File: src/rtl/gate_exerciser_if.sv
// Bundle between the gate exerciser, its controller and the seven-gate block under test.
interface gate_exerciser_if #(
    parameter int unsigned ERR_W = 8
);
    logic             start;
    logic [6:0]       op_a;
    logic [5:0]       op_b;
    logic [6:0]       y_in;
    logic             busy;
    logic             done;
    logic             pass;
    logic [6:0]       fail_mask;
    logic [ERR_W-1:0] err_cnt;

    modport master (
        input  start,
        input  y_in,
        output op_a,
        output op_b,
        output busy,
        output done,
        output pass,
        output fail_mask,
        output err_cnt
    );

    modport slave (
        output start,
        output y_in,
        input  op_a,
        input  op_b,
        input  busy,
        input  done,
        input  pass,
        input  fail_mask,
        input  err_cnt
    );
endinterface

File: src/rtl/gate_exerciser.sv
// Self-test sequencer for the seven-gate block: drives 4 operand vectors, checks results.
// Optional GATE_EXERCISER_STOP_ON_FAIL_EN ends a run at the first mismatching vector.
module gate_exerciser #(
    parameter int unsigned SETTLE_CYCLES = 2,
    parameter int unsigned ERR_W         = 8
) (
    input logic               clk,
    input logic               rst_n,
    gate_exerciser_if.master  bus
);

    typedef enum logic [1:0] {StIdle, StDrive, StSample, StDone} state_e;

    state_e           state_q;
    logic [1:0]       k_q;
    logic [3:0]       settle_q;
    logic [6:0]       op_a_q;
    logic [5:0]       op_b_q;
    logic             busy_q;
    logic             done_q;
    logic             pass_q;
    logic [6:0]       fail_mask_q;
    logic [ERR_W-1:0] err_cnt_q;
    logic [6:0]       mismatch;

    // Gate i sees combination c = (k + i) mod 4 so neighbouring gates never share operands.
    function automatic logic [6:0] vec_a(input logic [1:0] k);
        logic [6:0] a;
        logic [1:0] c;
        for (int i = 0; i < 7; i++) begin
            c    = k + 2'(i);
            a[i] = c[1];
        end
        return a;
    endfunction

    function automatic logic [5:0] vec_b(input logic [1:0] k);
        logic [5:0] b;
        logic [1:0] c;
        for (int i = 0; i < 6; i++) begin
            c    = k + 2'(i);
            b[i] = c[0];
        end
        return b;
    endfunction

    function automatic logic [6:0] expected(input logic [1:0] k);
        logic [6:0] a;
        logic [5:0] b;
        logic [6:0] e;
        a    = vec_a(k);
        b    = vec_b(k);
        e[0] = a[0] | b[0];
        e[1] = a[1] & b[1];
        e[2] = a[2] ^ b[2];
        e[3] = ~(a[3] | b[3]);
        e[4] = ~(a[4] & b[4]);
        e[5] = ~(a[5] ^ b[5]);
        e[6] = ~a[6];
        return e;
    endfunction

    always_comb begin
        mismatch = bus.y_in ^ expected(k_q);
    end

    always_ff @(posedge clk or negedge rst_n) begin
        if (!rst_n) begin
            state_q     <= StIdle;
            k_q         <= 2'd0;
            settle_q    <= 4'd0;
            op_a_q      <= 7'd0;
            op_b_q      <= 6'd0;
            busy_q      <= 1'b0;
            done_q      <= 1'b0;
            pass_q      <= 1'b0;
            fail_mask_q <= 7'd0;
            err_cnt_q   <= '0;
        end else begin
            done_q <= 1'b0;
            unique case (state_q)
                StIdle: begin
                    if (bus.start) begin
                        fail_mask_q <= 7'd0;
                        err_cnt_q   <= '0;
                        pass_q      <= 1'b0;
                        k_q         <= 2'd0;
                        settle_q    <= 4'd0;
                        op_a_q      <= vec_a(2'd0);
                        op_b_q      <= vec_b(2'd0);
                        busy_q      <= 1'b1;
                        state_q     <= StDrive;
                    end
                end
                StDrive: begin
                    if (settle_q == 4'(SETTLE_CYCLES - 1)) begin
                        settle_q <= 4'd0;
                        state_q  <= StSample;
                    end else begin
                        settle_q <= settle_q + 4'd1;
                    end
                end
                StSample: begin
                    fail_mask_q <= fail_mask_q | mismatch;
                    if (mismatch != 7'd0 && err_cnt_q != '1) begin
                        err_cnt_q <= err_cnt_q + ERR_W'(1);
                    end
`ifdef GATE_EXERCISER_STOP_ON_FAIL_EN
                    if (k_q == 2'd3 || mismatch != 7'd0) begin
`else
                    if (k_q == 2'd3) begin
`endif
                        state_q <= StDone;
                    end else begin
                        k_q     <= k_q + 2'd1;
                        op_a_q  <= vec_a(k_q + 2'd1);
                        op_b_q  <= vec_b(k_q + 2'd1);
                        state_q <= StDrive;
                    end
                end
                StDone: begin
                    done_q  <= 1'b1;
                    busy_q  <= 1'b0;
                    pass_q  <= (fail_mask_q == 7'd0);
                    state_q <= StIdle;
                end
                default: state_q <= StIdle;
            endcase
        end
    end

    assign bus.op_a      = op_a_q;
    assign bus.op_b      = op_b_q;
    assign bus.busy      = busy_q;
    assign bus.done      = done_q;
    assign bus.pass      = pass_q;
    assign bus.fail_mask = fail_mask_q;
    assign bus.err_cnt   = err_cnt_q;

endmodule

File: src/flat_wrapper.sv
// flat-port wrapper written by rule: the top's interface ports become plain ports
module gate_exerciser_flat 
#(
    parameter int unsigned SETTLE_CYCLES = 2,
    parameter int unsigned ERR_W         = 8
)
  (clk, rst_n, bus_start, bus_y_in, bus_op_a, bus_op_b, bus_busy, bus_done, bus_pass, bus_fail_mask, bus_err_cnt);
  gate_exerciser_if #(.ERR_W(ERR_W)) bus_i ();
  input logic clk;
  input logic rst_n;
  input wire logic [$bits(bus_i.start)-1:0] bus_start;
  input wire logic [$bits(bus_i.y_in)-1:0] bus_y_in;
  output wire logic [$bits(bus_i.op_a)-1:0] bus_op_a;
  output wire logic [$bits(bus_i.op_b)-1:0] bus_op_b;
  output wire logic [$bits(bus_i.busy)-1:0] bus_busy;
  output wire logic [$bits(bus_i.done)-1:0] bus_done;
  output wire logic [$bits(bus_i.pass)-1:0] bus_pass;
  output wire logic [$bits(bus_i.fail_mask)-1:0] bus_fail_mask;
  output wire logic [$bits(bus_i.err_cnt)-1:0] bus_err_cnt;
  assign bus_i.start = bus_start;
  assign bus_i.y_in = bus_y_in;
  assign bus_op_a = bus_i.op_a;
  assign bus_op_b = bus_i.op_b;
  assign bus_busy = bus_i.busy;
  assign bus_done = bus_i.done;
  assign bus_pass = bus_i.pass;
  assign bus_fail_mask = bus_i.fail_mask;
  assign bus_err_cnt = bus_i.err_cnt;
  gate_exerciser #(.SETTLE_CYCLES(SETTLE_CYCLES), .ERR_W(ERR_W)) u_core (.clk(clk), .rst_n(rst_n), .bus(bus_i));
endmodule
File: config.mk
export PLATFORM = sky130hd
export DESIGN_NAME = gate_exerciser_flat
export DESIGN_NICKNAME = d
export VERILOG_FILES = /design/src/rtl/gate_exerciser_if.sv /design/src/rtl/gate_exerciser.sv /design/src/flat_wrapper.sv
export SDC_FILE = /design/constraint.sdc
export NUM_CORES = 1
export LEC_CHECK = 0
export CAP_MARGIN = 5
export CORE_AREA = 4 4 67 69
export DETAILED_ROUTE_END_ITERATION = 10
export DIE_AREA = 0 0 71 73
export PLACE_DENSITY = 0.71
export SETUP_SLACK_MARGIN = 0.2
export SLEW_MARGIN = 40
export SYNTH_ARGS = -nofsm -noshare
export SYNTH_HDL_FRONTEND = slang
export SYNTH_SLANG_ARGS = --single-unit
File: constraint.sdc
create_clock -name clk -period 2.7 [get_ports clk]
set_clock_uncertainty 0.2 [all_clocks]
set_input_delay 0.81 -clock clk [delete_from_list [all_inputs] [get_ports clk]]
set_output_delay 0.81 -clock clk [all_outputs]
set_load 0.05 [all_outputs]
Word level (Yosys, flattened, before mapping)
Index checks and enable logic that the tools add are counted.
W data, S select, Z words.

cells by class
  bitwise logic cells = 12
  $add $sub $neg = 8
  reductions and logical operators = 13
  multiplexer cells = 26
  equal/unequal tests = 10

operator list
  operator               number
  $pmux W7 S2            2
  $mux W7                3
  $mux W8                2
  $pmux W8 S2            1
  $mux W6                2
  $pmux W6 S2            1
  $mux W2                5
  $add A2 B2 Y2 const B  4
  $add A8 B1 Y8 const B  1
  $mux W4                2
  $ne A8 B8 Y1 const B   1
  $pmux W2 S4            1
  $pmux W4 S2            1
  $reduce_and A2 Y1      4
  $logic_not A7 Y1       1
  $or A7 B7 Y7           1
  $reduce_bool A7 Y1     1
  $xor A7 B7 Y7          1
  $eq A2 B2 Y1 const B   3
  $reduce_and A3 Y1      2
  $reduce_bool A2 Y1     3
  $add A2 B1 Y2 const B  2
  $add A4 B1 Y4 const B  1
  $eq A4 B1 Y1 const B   1
  other kinds (12)       23

storage, ports and cells
  output and inout bits = 31
  bits in registers = 39

Logic depth before layout (Yosys ltp)
  depth after elaboration = 8
  gate-level depth with buffers = 7
  depth with buffers taken out = 7

Worst setup path after synthesis
OpenSTA, ideal clock, no wires.

  path type = flip-flop to flip-flop
  from = register u_core.k_q[0]
  to = register u_core.err_cnt_q[4], in the netlist u_core.bus.err_cnt[4]
  setup slack = 0.012 ns
  required time = 2.376 ns
  data arrival time = 2.364 ns
  buffers on the path = 0
  period minus slack after synthesis = 2.688 ns
  cell stages (with the launch flop) = 8
  cell sequence = dfrtp_1 inv_1 ha_1 xnor3_1 nand3_2 o21ai_4 nor3_1 a211o_1

between the ends
  longest elaborated chain between the ends = 8
  elaborated cells between the ends (all ways) = 18

RTL lines
  what                                                   RTL line                                    RTL
  from (decl)                                            gate_exerciser.sv:15                        logic [1:0] k_q;
  from (signal assigned)                                 gate_exerciser.sv:115                       k_q <= k_q + 2'd1;
  $add A2 B2 Y2 / $add A2 B1 Y2 (equally long branches)  gate_exerciser.sv:31                        c = k + 2'(i);
  $or A1 B1 Y1 / $xor A1 B1 Y1 (equally long branches)   gate_exerciser.sv:56, gate_exerciser.sv:58
  $not A1 Y1 (on tied branches)                          gate_exerciser.sv:56, gate_exerciser.sv:58
  $xor A7 B7 Y7 (*)                                      gate_exerciser.sv:64                        mismatch = bus.y_in ^ expected(k_q);
  $reduce_bool A7 Y1 (*)                                 gate_exerciser.sv:105                       if (mismatch != 7'd0 && err_cnt_q != '1) begin
  $logic_and A1 B1 Y1 (*)                                gate_exerciser.sv:105
  $ne A2 B1 Y1 (no source line) (*)                      -
  $reduce_and A3 Y1 (no source line) (*)                 -
  to (signal assigned)                                   gate_exerciser.sv:106                       err_cnt_q <= err_cnt_q + ERR_W'(1);
  to (decl)                                              gate_exerciser.sv:23                        logic [ERR_W-1:0] err_cnt_q;

Every way passes the cells marked *; elsewhere a longest branch is shown, timed or not.
A chain may end at the register's enable or synchronous reset.

Worst setup path in the final report
  from = register u_core.op_a_q[3], in the netlist u_core.bus.op_a[3]
  to = output bus_op_a[3]

RTL lines
  what                    RTL line               RTL
  from (decl)             gate_exerciser.sv:17   logic [6:0] op_a_q;
  from (signal assigned)  gate_exerciser.sv:89   op_a_q <= vec_a(2'd0);
  from (signal assigned)  gate_exerciser.sv:116  op_a_q <= vec_a(k_q + 2'd1);
  to (decl)               flat_wrapper.sv:13     output wire logic [$bits(bus_i.op_a)-1:0] bus_op_a;

No word-level cell between the ends.

==> results summary <==
The flow ran to the end, and the final reports show no timing, DRC or antenna violations. The total routing usage reported by global routing is approximately 16%. The post-CTS setup buffer count is 0. The critical path in this run is classified as reg -> out. The total count of max-transition violations in the final report came out at 0. Counting flops and latches in the post-synthesis netlist gives 30.

The post-detailed-route count of antenna-violating nets came out at 0. The register clock-pin slew on the reported worst setup and hold paths came out at ~0.07 ns. The count of buffering cells on the critical path with inverters included is 1. The later-pin clock latency in the skew report is 0.29 ns. The critical path capture point type is a primary output. The total clock buffers created by CTS is 5. The setup total negative slack is 0 ns. The worst supply voltage drop on vdd is 0.000663 V. The flop-to-flop setup slack came out at roughly 0.29 ns. The number of input and output port buffers inserted is 40.

Measured along the y axis, the die boundary spans roughly 73 microns. The number of enable flip-flop cells after synthesis is 0. The deepest level of the CTS H-tree came out at 2.

Counting instances, the worst hold path has a depth of 1. Setup violations remaining at the end of the flow were counted as 0. The cell family contributing the most delay on the critical path is buffers and inverters. The final HPWL from detailed placement came out at 2.60 mm. The total nets after synthesis is 197. The average detailed-routed wire length per instance came out at roughly 14 microns. The worst relative slew slack is 66.3%. The fraction of the yosys area taken by sequential cells is 44.4%.

The endpoint identified for the worst register-to-register timing path is u_core.bus.err_cnt[4]. The share of async-settable or async-resettable flops after synthesis is 100%. The via count of the first global-routing pass is 1371. The critical path ends at bus_op_a[3].

The library cell used most frequently in the layout, excluding fill and tap cells, is sky130_fd_sc_hd__nand2_1. The total grt overflow came out at 0. The number of warnings reported in the yosys synthesis log came out at 0. The via count normalized by instance count is 5.13. In this run the number of cells on the critical path is 1. In the layout the commonest cells are sky130_fd_sc_hd__nand2_1 (29), sky130_fd_sc_hd__dfrtp_1 (28), sky130_fd_sc_hd__dlygate4sd2_1 (24). On the critical path, the stage with the largest delay is an instance of sky130_fd_sc_hd__clkdlybuf4s50_1. The peak per-stage delay on the critical path is 0.80 ns. The number of sinks driven by the clock tree came out at 30. The number of remaining DRC errors came out at 0.

At the pin with the least slew margin, the transition time is 0.505 ns. The number of antenna violations at the first check in global routing came to 0. In the synthesized netlist the dominant register cell turns out to be sky130_fd_sc_hd__dfrtp_1.

The cell area after synthesis is 1690 sq um. The maximum number of pins on one net before global-route repair is 31. Setup repair after global routing could not meet its margin everywhere. The fraction of the cycle the final worst path needs came out at 90.4%.

The antenna diode count is 0. The first global-routing pass estimated between 6 and 7 mm of wire. The power density over the cells is 1140 nW/um^2. The mean post-synth cell area is 9.39 sq um. The startpoint of the worst register-to-register path is u_core.k_q[0]. The final critical-path required period is 2.44 ns. The leakage power summed over all cells came out at 1.04 nW.

The tree is rooted in a sky130_fd_sc_hd__clkbuf_8. The gate count after technology mapping came out at 180. The fraction of final layout cells sized beyond drive strength 1 is about an eighth.

The critical path starts at u_core.bus.op_a[3]. The I/O pin count is 41. The maximum clock frequency is 0.410 GHz. The chip width came out at 71 microns.

In this run, the number of DRC markers left after iteration 0 of detailed routing was between 90 and 100. Measured on the finished design, the core utilization comes to between 50% and 60%. The number of distinct library cells after synthesis came out at 39. The initial standard-cell utilization of the core is 43.2%. The core outline area came out at just under 4000 sq um. STA classifies the critical path startpoint as a flop. The routability-driven placement congestion ratio came out at between 0.8 and 0.9.

The signal on the critical path passes through clkdlybuf4s50_1. The clock tree buffer depth is 2. The arrival time of the worst setup path is 1.43 ns. The number of placement rows came out at 23.

For this run, the post-layout net count is 237. Compared with the post-synthesis result, the final layout area differs by 28.9%. The TritonCTS clock tree is built. The final number of hold-violating endpoints was 0. The total iterations of the first detailed-routing run is 4.

The largest driver fanout on the critical path came out at 2. The die outline area is between 5000 and 6000 sq um. The type of the tightest min-delay check is reg -> reg. The routed layout has 1391 vias. The critical path required time is 1.69 ns. The number of max-cap violations is 0. For this block, the routed nets add up to 3.66 mm of wire. The logic depth of the worst register-to-register path is 7.
[where the power goes]
part	switching [mW]	internal (mW)
Sequential	0.137	0.596
Combinational	0.932	0.436
Clock	0.173	0.205
Total	1.24	1.24
[routing by layer]
layer | global-route usage [%] | share of wire [%] | vias up
met2 | 24.3 | 46 | 38
met5 | 0 | 0 | -
met1 | 20.6 | 46 | 650
li1 | - | - | 696
met3 | 4.96 | 4.8 | 7
met4 | 8.77 | 2.3 | 0
[sequential cells by signal, summed over array words and instances (netlist names)]
name and flops:
u_core.bus.fail_mask 7, u_core.bus.done 1, u_core.bus.pass 1, u_core.bus.busy 1, u_core.state_q 2, u_core.k_q 1
u_core.bus.op_b 1, u_core.bus.err_cnt 8, u_core.settle_q 4, u_core.bus.op_a 4
[cell usage after synthesis (4+ instances only)]
cell type	n	share of area (%)
sky130_fd_sc_hd__ha_1	7	5.2
sky130_fd_sc_hd__dfrtp_1	30	44
sky130_fd_sc_hd__nand2_1	29	6.4
sky130_fd_sc_hd__a21oi_1	4	1.2
sky130_fd_sc_hd__nand3_1	8	2.4
sky130_fd_sc_hd__nand2b_1	5	1.9
sky130_fd_sc_hd__o21ai_0	20	5.9
sky130_fd_sc_hd__xnor2_1	4	2.1
sky130_fd_sc_hd__inv_1	6	1.3
sky130_fd_sc_hd__buf_4	7	3.1
sky130_fd_sc_hd__nor2_1	15	3.3
sky130_fd_sc_hd__nor3_1	4	1.2
[metrics by stage]
stage | total power, mW | hold WS, ns | instances | instance area (sq um) | worst slack, ns
floorplan | 1.79 | 0.275 | 180 | 1690 | 0.228
global placement | 2.18 | 0.277 | 263 | 2110 | 0.0310
detailed placement | 2.19 | 0.283 | 263 | 2110 | 0.0104
CTS | 2.50 | 0.298 | 271 | 2170 | 0.203
global route | 2.66 | 0.335 | 271 | 2180 | 0.187
finish | 2.48 | 0.294 | 271 | 2180 | 0.259
[layout make-up]
class                           count  area [sq um]
Fill cell                         370          1730
Sequential cell                    30           753
Clock inverter                      1          5.00
Multi-Input combinational cell    132           837
Tap cell                           50          62.6
Inverter                            6          22.5
Timing Repair Buffer               45           413
Clock buffer                        7          86.3
[how the worst min path moves through the flow]
stage,from,slack (ns),to
6_report,u_core.bus.op_a[3],0.29,u_core.bus.op_a[3]
5_1_grt,u_core.bus.op_a[5],0.33,u_core.bus.op_a[5]
4_1_cts,u_core.bus.op_a[3],0.30,u_core.bus.op_a[3]
3_5_place_dp,u_core.bus.op_a[3],0.28,u_core.bus.op_a[3]
3_3_place_gp,u_core.bus.op_a[3],0.28,u_core.bus.op_a[3]
2_1_floorplan,u_core.settle_q[2],0.27,u_core.settle_q[2]
[what timing repair did]
action,in CTS,in global routing
pin swaps,0,1
resized for setup,24,4
setup endpoints to repair,25,6
hold buffers,0,0
[cell families (layout without fill, tap and decap cells)]
| group | after synthesis | in the layout | synth area share (%) |
|---|---|---|---|
| flip-flops | 30 | 30 | 44.4 |
| adder cells (fa/ha/maj) | 7 | 7 | 5.18 |
| buffers and inverters | 18 | 59 | 6.22 |
| AO/OA/AOI/OAI | 47 | 47 | 20.4 |
| AND/OR/NAND/NOR | 70 | 70 | 18.9 |
| XOR/XNOR | 8 | 8 | 4.96 |
Power figures use the tool's default switching activity.
